`src/rtl/resp_misr_pkg.sv`:
```
// Shared types and the MISR step function for the response compactor.
`timescale 1ns/1ps
package resp_misr_pkg;

  typedef enum logic [1:0] {IDLE, RUN, DONE} state_t;

  localparam logic [15:0] POLY_DEF = 16'h1021;

  // Generic-width step: callers pass their real width and cast the result back down.
  function automatic logic [63:0] misr_step(input logic [63:0] sig,
                                            input logic [63:0] resp,
                                            input logic [63:0] poly,
                                            input int unsigned sig_w);
    logic [63:0] mask;
    logic [63:0] nxt;
    mask = (sig_w >= 64) ? '1 : ((64'd1 << sig_w) - 64'd1);
    nxt  = (sig << 1) ^ (sig[6'(sig_w - 1)] ? poly : 64'd0) ^ resp;
    return nxt & mask;
  endfunction

endpackage

```
`src/rtl/misr_reg.sv`:
```
// Signature register: loads a seed or folds one response vector per step.
`timescale 1ns/1ps
module misr_reg
  import resp_misr_pkg::*;
#(
  parameter int              SIG_W  = 16,
  parameter int              RESP_W = 8,
  parameter logic [SIG_W-1:0] POLY  = POLY_DEF
) (
  input  logic              clk,
  input  logic              rst_n,
  input  logic              load_i,
  input  logic [SIG_W-1:0]  seed_i,
  input  logic              step_i,
  input  logic [RESP_W-1:0] resp_i,
  output logic [SIG_W-1:0]  sig_o
);

  logic [SIG_W-1:0] sig_q;
  logic [SIG_W-1:0] sig_d;

  always_comb begin
    sig_d = sig_q;
    if (load_i)
      sig_d = seed_i;
    else if (step_i)
      sig_d = SIG_W'(misr_step(64'(sig_q), 64'(resp_i), 64'(POLY), SIG_W));
  end

  always_ff @(posedge clk or negedge rst_n) begin
    if (!rst_n) sig_q <= '0;
    else        sig_q <= sig_d;
  end

  assign sig_o = sig_q;

endmodule

```
`src/rtl/resp_misr_capture.sv`:
```
// Response compactor: folds a programmed number of response vectors into a MISR.
// Optional golden compare is built when MISR_GOLDEN_CHECK_EN is defined.
//   state | meaning
//   IDLE  | waiting for start, no run in progress
//   RUN   | accepting response vectors until target reached
//   DONE  | run complete, signature held until next start
`timescale 1ns/1ps
module resp_misr_capture
  import resp_misr_pkg::*;
#(
  parameter int               RESP_W = 8,
  parameter int               SIG_W  = 16,
  parameter logic [SIG_W-1:0] POLY   = POLY_DEF,
  parameter int               CNT_W  = 16
) (
  input  logic              clk,
  input  logic              rst_n,
  input  logic              start,
  input  logic [CNT_W-1:0]  num_vec,
  input  logic [SIG_W-1:0]  seed,
  input  logic              resp_valid,
  input  logic [RESP_W-1:0] resp,
  output logic              resp_ready,
  output logic              busy,
  output logic              done,
  output logic [SIG_W-1:0]  signature,
`ifdef MISR_GOLDEN_CHECK_EN
  input  logic [SIG_W-1:0]  golden,
  output logic              match,
`endif
  output logic [CNT_W-1:0]  vec_count
);

  state_t           state_q;
  logic [CNT_W-1:0] cnt_q;
  logic [CNT_W-1:0] target_q;
  logic             busy_q;
  logic             done_q;
  logic             ready_q;
  logic             start_ok;
  logic             xfer;
  logic [CNT_W-1:0] cnt_inc;

  // start is only honoured outside RUN; a run cannot be restarted or reseeded.
  assign start_ok = start & (state_q != RUN);
  assign xfer     = resp_valid & ready_q;
  assign cnt_inc  = cnt_q + 1'b1;

  always_ff @(posedge clk or negedge rst_n) begin
    if (!rst_n) begin
      state_q  <= IDLE;
      cnt_q    <= '0;
      target_q <= '0;
      busy_q   <= 1'b0;
      done_q   <= 1'b0;
      ready_q  <= 1'b0;
    end else begin
      case (state_q)
        IDLE, DONE: begin
          if (start) begin
            cnt_q <= '0;
            if (num_vec != '0) begin
              state_q  <= RUN;
              target_q <= num_vec;
              busy_q   <= 1'b1;
              done_q   <= 1'b0;
              ready_q  <= 1'b1;
            end else begin
              state_q <= DONE;
              busy_q  <= 1'b0;
              done_q  <= 1'b1;
              ready_q <= 1'b0;
            end
          end
        end
        RUN: begin
          if (xfer) begin
            cnt_q <= cnt_inc;
            if (cnt_inc == target_q) begin
              state_q <= DONE;
              busy_q  <= 1'b0;
              done_q  <= 1'b1;
              ready_q <= 1'b0;
            end
          end
        end
        default: begin
          state_q <= IDLE;
          busy_q  <= 1'b0;
          done_q  <= 1'b0;
          ready_q <= 1'b0;
        end
      endcase
    end
  end

  misr_reg #(
    .SIG_W  (SIG_W),
    .RESP_W (RESP_W),
    .POLY   (POLY)
  ) u_misr (
    .clk    (clk),
    .rst_n  (rst_n),
    .load_i (start_ok),
    .seed_i (seed),
    .step_i (xfer),
    .resp_i (resp),
    .sig_o  (signature)
  );

`ifdef MISR_GOLDEN_CHECK_EN
  logic [SIG_W-1:0] golden_q;
  logic             match_q;

  always_ff @(posedge clk or negedge rst_n) begin
    if (!rst_n) begin
      golden_q <= '0;
      match_q  <= 1'b0;
    end else if (start_ok) begin
      golden_q <= golden;
      match_q  <= 1'b0;
    end else begin
      match_q <= (state_q == DONE) && (signature == golden_q);
    end
  end

  assign match = match_q;
`endif

  assign resp_ready = ready_q;
  assign busy       = busy_q;
  assign done       = done_q;
  assign vec_count  = cnt_q;

endmodule

```
`config.mk`:
```
export PLATFORM = sky130hd
export DESIGN_NAME = resp_misr_capture
export DESIGN_NICKNAME = d
export VERILOG_FILES = /design/src/rtl/resp_misr_pkg.sv /design/src/rtl/misr_reg.sv /design/src/rtl/resp_misr_capture.sv
export SDC_FILE = /design/constraint.sdc
export NUM_CORES = 1
export LEC_CHECK = 0
export CELL_PAD_IN_SITES_DETAIL_PLACEMENT = 1
export CELL_PAD_IN_SITES_GLOBAL_PLACEMENT = 2
export CORE_ASPECT_RATIO = 0.5
export CORE_MARGIN = 2
export CORE_UTILIZATION = 26
export CTS_CLUSTER_DIAMETER = 80
export CTS_CLUSTER_SIZE = 10
export DETAILED_ROUTE_END_ITERATION = 8
export HOLD_SLACK_MARGIN = 0.15
export PLACE_DENSITY_LB_ADDON = 0.1
export SETUP_SLACK_MARGIN = 0.4
export SLEW_MARGIN = 20
export SYNTH_ARGS = -nofsm -noshare
export SYNTH_HDL_FRONTEND = slang
export SYNTH_SLANG_ARGS = --single-unit
```
`constraint.sdc`:
```
create_clock -name clk -period 2.15 [get_ports clk]
set_input_delay 0.43 -clock clk [delete_from_list [all_inputs] [get_ports clk]]
set_output_delay 0.43 -clock clk [all_outputs]
set_load 0.1 [all_outputs]
```
Word-level counts from Yosys, hierarchy flattened
Cells that the tools add are included.

cells by class
  $add $sub $neg = 1
  equal/unequal tests = 7
  mux-type cells = 21
  bitwise operators = 4
  reductions and logical operators = 8

operators with widths
  operator               number
  $mux 16                4
  $pmux 16 s2            1
  $add 16x1->16 const B  1
  $eq 16x16->1           1
  $reduce_bool 16->1     1
  $xor 16x16->16         1
  $xor 16x8->16          1
  $mux 13                1
  $reduce_and 3->1       3
  $mux 1                 8
  $mux 2                 4
  $ne 2x1->1 const B     2
  $ne 2x2->1 const B     2
  $pmux 1 s2             2
  $pmux 2 s2             1
  $reduce_bool 2->1      2
  $and 1x1->1            2
  $eq 2x1->1 const B     1
  $eq 2x2->1 const B     1
  $logic_not 2->1        1
  $reduce_or 2->1        1

word-level totals
  register bits = 52
  input port bits = 44
  output and inout port bits = 35
  logic and storage cells = 47

Longest topological paths before layout
Gate-level depths: netlist (run 1).

  depth after elaboration = 5
  gate-level depth with buffers = 8
  depth with buffers taken out = 7

Cells and area by module
A second synthesis (run 1) with hierarchy kept.

unflattened totals
  cell total of the unflattened synthesis = 294
  area, all modules = 2905.3 µm²

modules (own cells, without submodules)
  module             times used  cells each  area each (µm²)  seq. area each (µm²)
  resp_misr_capture  1           213         2057.0           875.8
  misr_reg           1           81          848.3            400.4

Least setup slack after synthesis (run 1)
OpenSTA, ideal clock, no wires.

  kind = register to register
  start = register cnt_q[0] (netlist: vec_count[0])
  end = register ready_q (netlist: resp_ready)
  setup time = 0.137 ns
  arrival = 2.629 ns
  data required time = 2.013 ns
  setup slack = -0.616 ns
  stages on the path, launching flop included = 9
  path buffers = 1
  clock period less this slack = 2.766 ns
  cell sequence = dfrtp_1 -> ha_1 -> buf_2 -> nand3_2 -> nor4_4 -> xnor2_1 -> o21ai_2 -> nor4_4 -> a31oi_1

between the ends
  word-level cells in the longest chain between the ends = 4

ends and longest elaborated chain
  what                               RTL line                 text
  start: declaration                 resp_misr_capture.sv:35  logic [CNT_W-1:0] cnt_q;
  start signal: assignment           resp_misr_capture.sv:78  cnt_q <= cnt_inc;
  $add 16x1->16                      resp_misr_capture.sv:47  assign cnt_inc = cnt_q + 1'b1;
  $eq 16x16->1                       resp_misr_capture.sv:79  if (cnt_inc == target_q) begin
  $ne 2x2->1 (no source line)        n/a
  $reduce_and 3->1 (no source line)  n/a
  end signal: assignment             resp_misr_capture.sv:56  ready_q <= 1'b0;
  end signal: assignment             resp_misr_capture.sv:83  ready_q <= 1'b0;
  end signal: assignment             resp_misr_capture.sv:91  ready_q <= 1'b0;
  end: declaration                   resp_misr_capture.sv:39  logic ready_q;

No other way between the ends.
A chain may end at the register's enable or synchronous reset.

Worst setup path after layout (run 1)
  start = register cnt_q[9] (netlist: vec_count[9])
  end = register ready_q (netlist: resp_ready)

The elaborated chain is that of the path after synthesis.

==> results of run 1 <==
power breakdown:
| part | internal, uW | switching [uW] |
|---|---|---|
| Combinational | 1020 | 2300 |
| Clock | 435 | 372 |
| Sequential | 1330 | 392 |
| Total | 2780 | 3060 |
cell usage in the layout (no fill, tap or decap), types with 4 or more instances in the layout:
cell type / instances
dfrtp_1: 33
a31oi_1: 7
xnor2_1: 19
inv_1: 4
o21ai_0: 38
clkbuf_16: 5
o31ai_1: 6
a21oi_1: 14
clkdlybuf4s15_1: 4
dlygate4sd2_1: 10
clkdlybuf4s50_1: 27
xor2_1: 12
nand2_1: 30
nor2_1: 30
mux2i_1: 7
o21ai_1: 4
buf_4: 53
dfrtp_4: 15
mux2_2: 15
nor3_1: 5
nor4_4: 4
worst max-delay path by stage:
stage	start	to	slack, ps	cells after the start
6_report	vec_count[9]	resp_ready	250	6
5_1_grt	vec_count[1]	resp_ready	110	7
4_1_cts	vec_count[1]	resp_ready	230	7
3_5_place_dp	num_vec[9]	state_q[0]	-230	8
3_3_place_gp	num_vec[9]	state_q[0]	-180	8
2_1_floorplan	vec_count[0]	resp_ready	240	8
cell families after synthesis:
group | count (synthesis)
XOR/XNOR | 31
adder cells (fa/ha/maj) | 1
AND/OR/NAND/NOR | 99
multiplexers | 24
flip-flops | 51
buffers and inverters | 19
AO/OA/AOI/OAI | 81
sequential cells by signal, indices dropped and copies added, names as in the netlist:
signal / cells
target_q: 16
u_misr.sig_o: 16
vec_count: 16
state_q: 2
resp_ready: 1
final cells by class:
cell class                 instances  area [um2]
clock buffer                       8         136
fill                            1258        6770
inverter                           4        15.0
multi-input combinational        236        1710
sequential                        51        1340
tap                              145         181
timing repair buffer             100         871
metal layers:
layer / up-vias / part of all wire / GRT usage
li1: 1273 / - / -
met1: 1336 / 0.50 / 0.219
met2: 44 / 0.45 / 0.257
met3: 7 / 0.034 / 0.0409
met4: 0 / 0.0083 / 0.0380
met5: - / 0 / 0
repair_timing:
action | in CTS | in global routing
pin swaps | 6 | 7
resized for setup | 25 | 18
setup buffers | 4 | 3
endpoints found under the setup margin | 19 | 24
metrics by stage:
| stage | TNS (ps) | util | setup slack, ps | hold WS [ps] | instances |
|---|---|---|---|---|---|
| 3_3_place_gp | -2710 | 0.360 | -180 | 475 | 529 |
| 6_report | 0 | 0.385 | 253 | 126 | 544 |
| 5_1_grt | 0 | 0.385 | 109 | 173 | 544 |
| 4_1_cts | 0 | 0.379 | 231 | 152 | 541 |
| 2_1_floorplan | 0 | - | 238 | 134 | 306 |
| 3_5_place_dp | -3470 | 0.360 | -232 | 472 | 529 |
==> flow_metrics.tcl, run 1 <==
set metrics [dict create \
    status "completed" \
    cp-end-kind "flip-flop" \
    synth-seq-area-share 0.434 \
    synth-xor-area-share 0.0923 \
    gr-total-overflow 0 \
    cts_tree "done" \
    worstPathRequired_ps 2310 \
    netlist_top_cells_area "dfrtp_1, o21ai_0, mux2_2" \
    rr_worst_depth 6 \
    cp-start-kind "flip-flop" \
    synth_top_area_frac 0.434 \
    syn2layout_area_growth_pct 44.4 \
    port_buffers 78 \
    cts_made_buffers 5 \
    yosys-top-cells-count "dfrtp_1, o21ai_0, nor2_1" \
    slowest_delay_ps 520 \
    path_cells "nand4_4 > nor4_4 > xnor2_1 > o21ai_2 > nor4_4 > a31oi_1" \
    ys_types 43 \
    netlist_instances 306 \
    async_flop_share 1.00 \
    placed_area_mm2 0.00396 \
    design_area_mm2 0.00425 \
    n_antenna_cell 0 \
    hold_path_class "in2async" \
    finalMaxSlewViolations 0 \
    fin_nets 443 \
    min_period_ps 1900 \
    io_pins 79 \
    crit_slowest_cell "dfrtp_4" \
    drtIter0Drc 103 \
    p_leak_uw 0.00179 \
    initial_core_util 0.267 \
    dieArea_mm2 0.0122 \
    grt_pass1_vias 2794 \
    setup_viol 0 \
    synthSimpleGateAreaFrac 0.191 \
    ant_nets 0 \
    grt_max_degree 31 \
    die_y_um 79.2 \
    cp_num_buf_inv 0 \
    yosysTopAreaCell "dfrtp_1" \
    finalClockSkew_ps 7.66 \
    path_clk_slew_ps 70 \
    dp_hpwl_mm 6.95 \
    first_pass_iters 4 \
    post-route-period-util 0.883 \
    ir_drop_mv 0.813 \
    h-tree-depth 2 \
    rows 27 \
    hold_buffers 0 \
    synth_fa_ha_area_frac 0.00426 \
    crit_family "simple AND/OR/NAND/NOR gates" \
    via_count 2660 \
    layout-drive-gt1-share 0.321 \
    timing.rr.end "resp_ready" \
    critPathMaxFanout 9 \
    wirelength_mm 9.36 \
    place_congestion 0.706 \
    relSlewSlack 0.613 \
    wl_per_cell_um 17.2 \
    synth.net_count 351 \
    die_w_um 154 \
    ys_ff_latch 51 \
    drc 0 \
    syn_area_per_cell_um2 9.61 \
    reg2reg_slack_ps 250 \
    vias_per_cell 4.89 \
    syn_area_mm2 0.00294 \
    rsz0062_at_grt "yes" \
    max_slew.worst_pin.slew_ps 580 \
    rr_startpoint "vec_count[9]" \
    power.density_mw_per_mm2 1380 \
    cts_max_path_buffers 2 \
    cp.arrival_ps 2050 \
    hold_viol_final 0 \
    cts_root_buf "clkbuf_16" \
    synth_mux_area_frac 0.0885 \
    antenna_found_initial 0 \
    synth_top_family_by_area "simple AND/OR/NAND/NOR gates" \
    cpMostUsedCell "nor4_4" \
    grt_pass1_wl_mm 15.1 \
    synth-compound-area-share 0.160 \
    synth_enable_flop_cells 0 \
    drv_cap 0 \
    cts.sinks 51 \
    coreArea_mm2 0.0110 \
    clock_latency_ps 300 \
    yosysWarnings 0 \
    synth_flop_cell "dfrtp_1" \
    power_uw 5840 \
    yosysMostFrequentCell "dfrtp_1" \
    path_class "reg2reg" \
    grt_use_total 0.161 \
    clock.fmax_ghz 0.527 \
]
Note: power is estimated with default switching activity, not from simulation.
==> run 2: changes to the inputs <==
Settings changed: CAP_MARGIN set to 20, REMOVE_ABC_BUFFERS set to 1.
==> run 2 against run 1 <==
Compared with the run above:
- non-clock buffer count grew 21
- die area is the same
- critical endpoint unchanged
- cell area grew 7.1%
- largest cell class unchanged
- sequential share of layout area shrank 3.2 points
==> flow_metrics.tcl, run 2 (synthesis results as in run 1) <==
set metrics [dict create \
    status "completed" \
    design_area_mm2 0.00455 \
    regArea_mm2 0.00129 \
    rr_startpoint "vec_count[9]" \
    p_leak_uw 0.00198 \
    final_util 0.413 \
    path_clk_slew_ps 70 \
    wl_per_cell_um 16.9 \
    cts_made_buffers 5 \
    cpMostUsedCell "nor4_4" \
    fin_nets 464 \
    finalClockSkew_ps 7.97 \
    grt_use_total 0.159 \
    multi_input_area_mm2 0.00175 \
    syn2layout_area_growth_pct 54.6 \
    die_y_um 79.2 \
    cp-start-kind "flip-flop" \
    power.density_mw_per_mm2 1300 \
    initial_core_util 0.267 \
    grt_pass1_vias 2943 \
    slowest_delay_ps 450 \
    relSlewSlack 0.536 \
    gr-total-overflow 0 \
    antenna_found_initial 0 \
    clock.fmax_ghz 0.512 \
    rr_worst_depth 6 \
    first_pass_iters 4 \
    timing.rr.end "resp_ready" \
    setup_viol 0 \
    crit_slowest_cell "dfrtp_2" \
    critPathMaxFanout 5 \
    drv_cap 0 \
    min_period_ps 1950 \
    cts_root_buf "clkbuf_16" \
    port_buffers 78 \
    rsz0062_at_grt "yes" \
    grt_max_degree 52 \
    cts.sinks 51 \
    crit_start "vec_count[9]" \
    path_cells "nand4_4 > nor4_4 > xnor2_1 > o21ai_2 > nor4_4 > a31oi_1" \
    rows 27 \
    die_w_um 154 \
    drc 0 \
    cts_tree "done" \
    hold_path_class "in2async" \
    crit_cells 6 \
    max_slew.worst_pin.slew_ps 696 \
    finalMaxSlewViolations 0 \
    n_antenna_cell 0 \
    crit_end "resp_ready" \
    hold_viol_final 0 \
    ir_drop_mv 0.980 \
    io_pins 79 \
    clock_latency_ps 300 \
    cp_num_buf_inv 0 \
    post-route-period-util 0.908 \
    worstPathRequired_ps 2310 \
    h-tree-depth 2 \
    final_cell_mix "buf_4, dfrtp_1, o21ai_0" \
    crit_family "simple AND/OR/NAND/NOR gates" \
    layout-drive-gt1-share 0.364 \
    ant_nets 0 \
    final_common_cell "buf_4" \
    place_congestion 0.752 \
    dp_hpwl_mm 6.92 \
    cp-end-kind "flip-flop" \
    via_count 2725 \
    cp.arrival_ps 2110 \
    reg2reg_slack_ps 200 \
    dieArea_mm2 0.0122 \
    vias_per_cell 4.82 \
    cts_max_path_buffers 2 \
    wirelength_mm 9.57 \
    grt_pass1_wl_mm 15.3 \
    drtIter0Drc 73 \
    coreArea_mm2 0.0110 \
    placed_area_mm2 0.00410 \
    nFillCells 1253 \
    path_class "reg2reg" \
]
run 2: cell types whose count changed in the layout (fill, tap and decap cells not counted), moves of 3 or more:
cell,change
dfrtp_4,-15
dfrtp_2,+6
dfrtp_1,+9
clkbuf_2,+4
buf_4,+10
dlygate4sd2_1,-3
buf_12,+8
clkbuf_1,-3
run 2: repair_timing:
action	4_1_cts	5_1_grt
hold buffers	0	0
gates cloned	0	1
setup endpoints to repair	23	24
setup buffers	2	8
resized for setup	38	38
pin swaps	14	13
run 2: cell type report:
class,count,area share
repair buffers,121,0.252
clock buffers,6,0.0305
well taps,145,0.0399
clock inverters,2,0.00771
flip-flops and latches,51,0.283
inverters,4,0.00330
multi-input cells,236,0.384
run 2: how the worst min path moves through the flow:
stage                 from  depth (start not counted)  slack (ps)               to
2_1_floorplan        rst_n                          0         130       resp_ready
3_3_place_gp   target_q[0]                          1         520      target_q[0]
3_5_place_dp   target_q[0]                          1         520      target_q[0]
4_1_cts              rst_n                          2         280  u_misr.sig_o[7]
5_1_grt              rst_n                          2         310  u_misr.sig_o[7]
6_report             rst_n                          2         250  u_misr.sig_o[7]
run 2: per-layer routing:
layer | vias up | part of all wire | global-route usage
met5 | - | 0 | 0
met4 | 0 | 0.0097 | 0.0380
met3 | 7 | 0.044 | 0.0404
met2 | 52 | 0.48 | 0.270
met1 | 1342 | 0.46 | 0.207
li1 | 1324 | - | -
run 2: per-stage QoR:
step	hold WS, ps	power (uW)	cells	setup TNS, ps	worst slack [ps]
6_report	254	5910	565	0	197
5_1_grt	315	6270	565	0	106
4_1_cts	285	5930	556	0	226
3_5_place_dp	518	4880	546	-3940	-263
3_3_place_gp	518	4810	546	-4390	-270
2_1_floorplan	134	3970	291	-44150	-1610
run 2: worst reg2reg max path: cells and delay by family (launching register included):
kind | cells | cell delay, ps
xor gates and xnor gates | 1 | 180
AOI/OAI and AO/OA | 2 | 250
DFF | 1 | 450
and+or+nand+nor | 3 | 920
run 2: report_power, final:
group	internal, uW	total (uW)	leakage [uW]	switching (uW)
Combinational	1010	3290	0.00127	2280
Clock	580	953	0.0000868	373
Sequential	1300	1670	0.000623	366
Total	2900	5910	0.00198	3020
==> run 3: changes to the inputs <==
Settings changed: ABC_CLOCK_PERIOD_IN_PS set to 2150.
==> results of run 3 <==
Final layout, timing and power as in run 2 (identical DEF).
==> RTL edit 1 (config.mk and constraints of run 2) <==
Change the parameter `CNT_W` from 16 to 32.
--- a/src/rtl/resp_misr_capture.sv
+++ b/src/rtl/resp_misr_capture.sv
@@ -11,7 +11,7 @@
   parameter int               RESP_W = 8,
   parameter int               SIG_W  = 16,
   parameter logic [SIG_W-1:0] POLY   = POLY_DEF,
-  parameter int               CNT_W  = 16
+  parameter int               CNT_W  = 32
 ) (
   input  logic              clk,
   input  logic              rst_n,
Ports: changed (resized num_vec and vec_count); port bits go from 79 to 111. No check against the original RTL was run, so the function may have changed too.
==> RTL edit 1 against run 2 <==
- the flow now finishes with violations (setup timing)
- count of clock-buffer cells in the layout increased by 4
- sequential cell count increased by 31
- area after synthesis increased by 69%
- wire length increased by 120%
- synthesized cell count increased by 76%
- total power increased by 58%
- cell area increased by 98%
- worst setup slack got worse by 430 ps
- cell count increased by 92%
- critical endpoint is now state_q[1]$_DFFE_PN0P_
- largest cell class unchanged
- largest power group unchanged
==> RTL edit 1: results (changes against run 2) <==
INFO  metric critical-path-max-stage-delay = 420 ps (was 450 ps)
INFO  metric min_path_type = in2reg (was in2async)
INFO  metric power_leakage = 0.00405 uW (was 0.00198 uW)
INFO  metric n_multi_input_combinational_cell = 413 (was 236)
INFO  metric globalplace.congestion = 0.799 (was 0.752)
INFO  metric yosys.area_share.adder = 0.252% (was 0.426%)
INFO  metric worstRegToRegCells = 9 (was 6)
INFO  metric nClkBuffers = 10 (was 6)
INFO  metric n_fill_cell = 2072 (was 1253)
INFO  metric power_in_combinational_cells = 5050 uW (was 3290 uW)
INFO  metric crit_arrival = 2680 ps (was 2110 ps)
INFO  metric total_switching_power = 4160 uW (was 3020 uW)
INFO  metric detailed_place_hpwl = 14800 um (was 6920 um)
INFO  metric global_route.usage.met2 = 32.7% (was 27.0%)
INFO  metric reg2reg_from = vec_count[1]$_DFFE_PN0P_ (was vec_count[9]$_DFFE_PN0P_)
INFO  metric setup_violations = 2 (was 0)
INFO  metric rr_endpoint = state_q[1]$_DFFE_PN0P_ (was resp_ready$_DFFE_PN0P_)
INFO  metric m1WireLength = 10600 um (was 4450 um)
INFO  metric fraction_of_synthesized_area_in_multiplexers = 9.68% (was 8.85%)
INFO  metric failing_checks = setup timing
INFO  metric combined_area_of_the_multi_input_logic_cells = 0.00343 mm^2 (was 0.00175 mm^2)
INFO  metric post_synth.cell_area_avg = 9.25 um^2 (was 9.61 um^2)
INFO  metric setup_slack = -233 ps (was 197 ps)
INFO  metric post_synth_most_frequent_cells = sky130_fd_sc_hd__dfrtp_1, sky130_fd_sc_hd__o21ai_0, sky130_fd_sc_hd__nand2_1 (was sky130_fd_sc_hd__dfrtp_1, sky130_fd_sc_hd__o21ai_0, sky130_fd_sc_hd__nor2_1)
INFO  metric area_added_between_synthesis_and_finish = 81.0% (was 54.6%)
INFO  metric buffer_share_of_cell_area = 31.6% (was 25.2%)
INFO  metric finalSetupTns = -457 ps (was 0 ps)
INFO  metric place_inst = 1028 (was 546)
INFO  metric post_cts_resize_count = 212 (was 38)
INFO  metric seqAreaFraction = 22.9% (was 28.3%)
INFO  metric number_of_buffers_added_by_the_clock_tree_synthesis_step = 9 (was 5)
INFO  metric post_cts.repair.setup_buffers = 29 (was 2)
INFO  metric placeableCoreArea = 0.0186 mm^2 (was 0.0110 mm^2)
INFO  metric drive_above_1_share = 50.0% (was 36.4%)
INFO  metric htree_levels = 3 (was 2)
INFO  metric grt_pass1_vias = 5421 (was 2943)
INFO  metric result_of_the_run = complete, but fails checks (was complete, no violations)
INFO  metric port_buffers = 110 (was 78)
INFO  metric grt_start_max_net_pins = 31 (was 52)
RTL edit 1: cell count changes after synthesis, sizes merged, moves of 16 or more:
| cell | change |
|---|---|
| nand2 | +16 |
| o21ai | +21 |
| dfrtp | +31 |
| mux2 | +17 |
| clkbuf | +18 |
RTL edit 1: how the worst max path moves through the flow:
stage,from,end,slack [ps]
after floorplan,state_q[0]$_DFFE_PN0P_,vec_count[3]$_DFFE_PN0P_,-1250
after global placement,num_vec[18],target_q[18]$_DFFE_PN0P_,-610
after detailed placement,num_vec[12],target_q[11]$_DFFE_PN0P_,-650
after CTS,vec_count[9]$_DFFE_PN0P_,state_q[1]$_DFFE_PN0P_,-210
after global routing,vec_count[10]$_DFFE_PN0P_,state_q[1]$_DFFE_PN0P_,-340
final,vec_count[1]$_DFFE_PN0P_,state_q[1]$_DFFE_PN0P_,-230
RTL edit 1: stage by stage:
stage	total power (uW)	hold slack, ps
final	9310	336
after global routing	9780	329
after CTS	9030	305
after detailed placement	6770	428
after global placement	6690	420
after floorplan	5280	134
==> RTL edit 2 (flow settings as in run 2) <==
Without the edit above. Put one more register stage on the output `vec_count`. The value now appears one clock later. The other outputs are not delayed to match.
--- a/src/rtl/resp_misr_capture.sv
+++ b/src/rtl/resp_misr_capture.sv
@@ -130,7 +130,9 @@
   assign resp_ready = ready_q;
   assign busy       = busy_q;
   assign done       = done_q;
-  assign vec_count  = cnt_q;
+  always_ff @(posedge clk) begin
+    vec_count <= cnt_q;
+  end
 
 endmodule
 
Function: changed (Yosys sat finds a counterexample within 4 cycles, from zero or initial values and one cycle with rst_n low).
==> RTL edit 2 against run 2 <==
- sequential power increased by 20%
- via count increased by 5.9%
- worst setup slack got worse by 140 ps
- worst hold slack got worse by 28 ps
- fmax decreased by 6.9%
- highest routed layer unchanged
- total power increased by 19%
- sequential cell count increased by 16
- area after synthesis increased by 11%
- cell area increased by 8.0%
- wire length increased by 4.1%
- core utilization decreased by 0.53 points
==> RTL edit 2: results (changes against run 2) <==
INFO  metric grt.total_usage = 15.5% (was 15.9%)
INFO  metric crit_arrival = 2290 ps (was 2110 ps)
INFO  metric antennaDiodeCount = 0 (unchanged)
INFO  metric detailed_place_hpwl = 7310 um (was 6920 um)
INFO  metric final.setup_skew = 4.89 ps (was 7.97 ps)
INFO  metric ys_seq_area_share = 48.8% (was 43.4%)
INFO  metric regToRegSetupSlack = 50 ps (was 200 ps)
INFO  metric globalplace.congestion = 0.751 (was 0.752)
INFO  metric yosys-top-cells-area = sky130_fd_sc_hd__dfrtp_1, sky130_fd_sc_hd__dfxtp_1, sky130_fd_sc_hd__o21ai_0, sky130_fd_sc_hd__mux2_2, sky130_fd_sc_hd__xnor2_1 (was sky130_fd_sc_hd__dfrtp_1, sky130_fd_sc_hd__o21ai_0, sky130_fd_sc_hd__mux2_2, sky130_fd_sc_hd__xnor2_1, sky130_fd_sc_hd__nor2_1)
INFO  metric post_synth_most_frequent_cells = sky130_fd_sc_hd__dfrtp_1, sky130_fd_sc_hd__o21ai_0, sky130_fd_sc_hd__nand2_1 (was sky130_fd_sc_hd__dfrtp_1, sky130_fd_sc_hd__o21ai_0, sky130_fd_sc_hd__nor2_1)
INFO  metric synth-async-reset-ratio = 76.1% (was 100%)
INFO  metric critical-path-slowest-cell = sky130_fd_sc_hd__dfrtp_1 (was sky130_fd_sc_hd__dfrtp_2)
INFO  metric vdd_ir_drop_max = 1.02 mV (was 0.980 mV)
INFO  metric critPathMaxFanout = 4 (was 5)
INFO  metric worstRegToRegCells = 9 (was 6)
INFO  metric placed_area = 0.00437 mm^2 (was 0.00410 mm^2)
INFO  metric synth.distinct_cells = 52 (was 43)
INFO  metric routed-via-count = 2887 (was 2725)
INFO  metric power_leakage = 0.00214 uW (was 0.00198 uW)
INFO  metric clkLatencyLatePin = 330 ps (was 300 ps)
INFO  metric critical-path-max-stage-delay = 380 ps (was 450 ps)
INFO  metric reg2reg_from = cnt_q[1]$_DFFE_PN0P_ (was vec_count[9]$_DFFE_PN0P_)
INFO  metric synth.yosys.warnings = 0 (unchanged)
INFO  metric cp_top_family = compound AO/OA/AOI/OAI gates (was simple AND/OR/NAND/NOR gates)
INFO  metric drtIter0Drc = 88 (was 73)
INFO  metric drt-total-wl = 9970 um (was 9570 um)
INFO  metric number_of_buffers_added_by_the_clock_tree_synthesis_step = 9 (was 5)
INFO  metric drive_above_1_share = 30.9% (was 36.4%)
INFO  metric grt_pass1_wl = 16300 um (was 15300 um)
INFO  metric grt_pass1_vias = 3162 (was 2943)
INFO  metric result_of_the_run = complete, no violations (unchanged)
INFO  metric ctsRootBufferMaster = sky130_fd_sc_hd__clkbuf_16 (unchanged)
[RTL edit 2: layout make-up]
class	count	area (um^2)
inverter	3	11.3
clock buffer	15	288
clock inverter	1	30.0
timing repair buffer	124	1090
multi-input combinational	236	1690
tap	165	206
sequential	67	1600
fill	1369	7140
[RTL edit 2: per-layer routing]
| metal | vias to the layer above | global-route usage [%] | part of all wire (%) |
|---|---|---|---|
| li1 | 1404 | - | - |
| met1 | 1412 | 19.4 | 47 |
| met2 | 59 | 25.4 | 47 |
| met3 | 12 | 5.64 | 5.4 |
| met4 | 0 | 3.78 | 0.94 |
| met5 | - | 0 | 0 |
[RTL edit 2: repair_timing]
item / in CTS / in global routing
resized for setup: 29 / 18
hold buffers: 0 / 0
endpoints found under the setup margin: 19 / 25
pin swaps: 15 / 11
gates cloned: 1 / 0
setup buffers: 7 / 2
[RTL edit 2: metrics by stage]
step	util (%)	instances	hold slack (ps)	total power, uW	worst slack (ps)
global placement	36.3	585	410	5320	-92.4
finish	40.8	611	226	7060	52.1
floorplan	-	306	134	4370	-1800
detailed placement	36.3	585	410	5410	-139
global route	40.8	611	296	7430	-131
CTS	40.1	609	265	7090	25.3
[RTL edit 2: worst max path at each step]
stage	start	to	slack (ps)	cells after the start
floorplan	resp_ready$_DFFE_PN0P_	cnt_q[3]$_DFFE_PN0P_	-1800	5
global placement	num_vec[10]	target_q[15]$_DFFE_PN0P_	-90	6
detailed placement	num_vec[5]	target_q[14]$_DFFE_PN0P_	-140	6
CTS	cnt_q[1]$_DFFE_PN0P_	resp_ready$_DFFE_PN0P_	30	7
global route	cnt_q[0]$_DFFE_PN0P_	resp_ready$_DFFE_PN0P_	-130	7
finish	cnt_q[1]$_DFFE_PN0P_	resp_ready$_DFFE_PN0P_	50	9
[RTL edit 2: where the power goes]
group          switching (uW)  total (uW)  internal [uW]
Combinational            2340        3490           1150
Sequential                375        2000           1620
Clock                     541        1570           1030
[RTL edit 2: kinds of logic after synthesis]
logic type	Yosys count	share of synthesized area, %
multiplexers	25	8.30
adder cells (fa/ha/maj)	1	0.383
flip-flops	67	48.8
AO/OA/AOI/OAI	82	15.5
XOR/XNOR	27	7.23
AND/OR/NAND/NOR	101	16.3
buffers and inverters	23	3.37
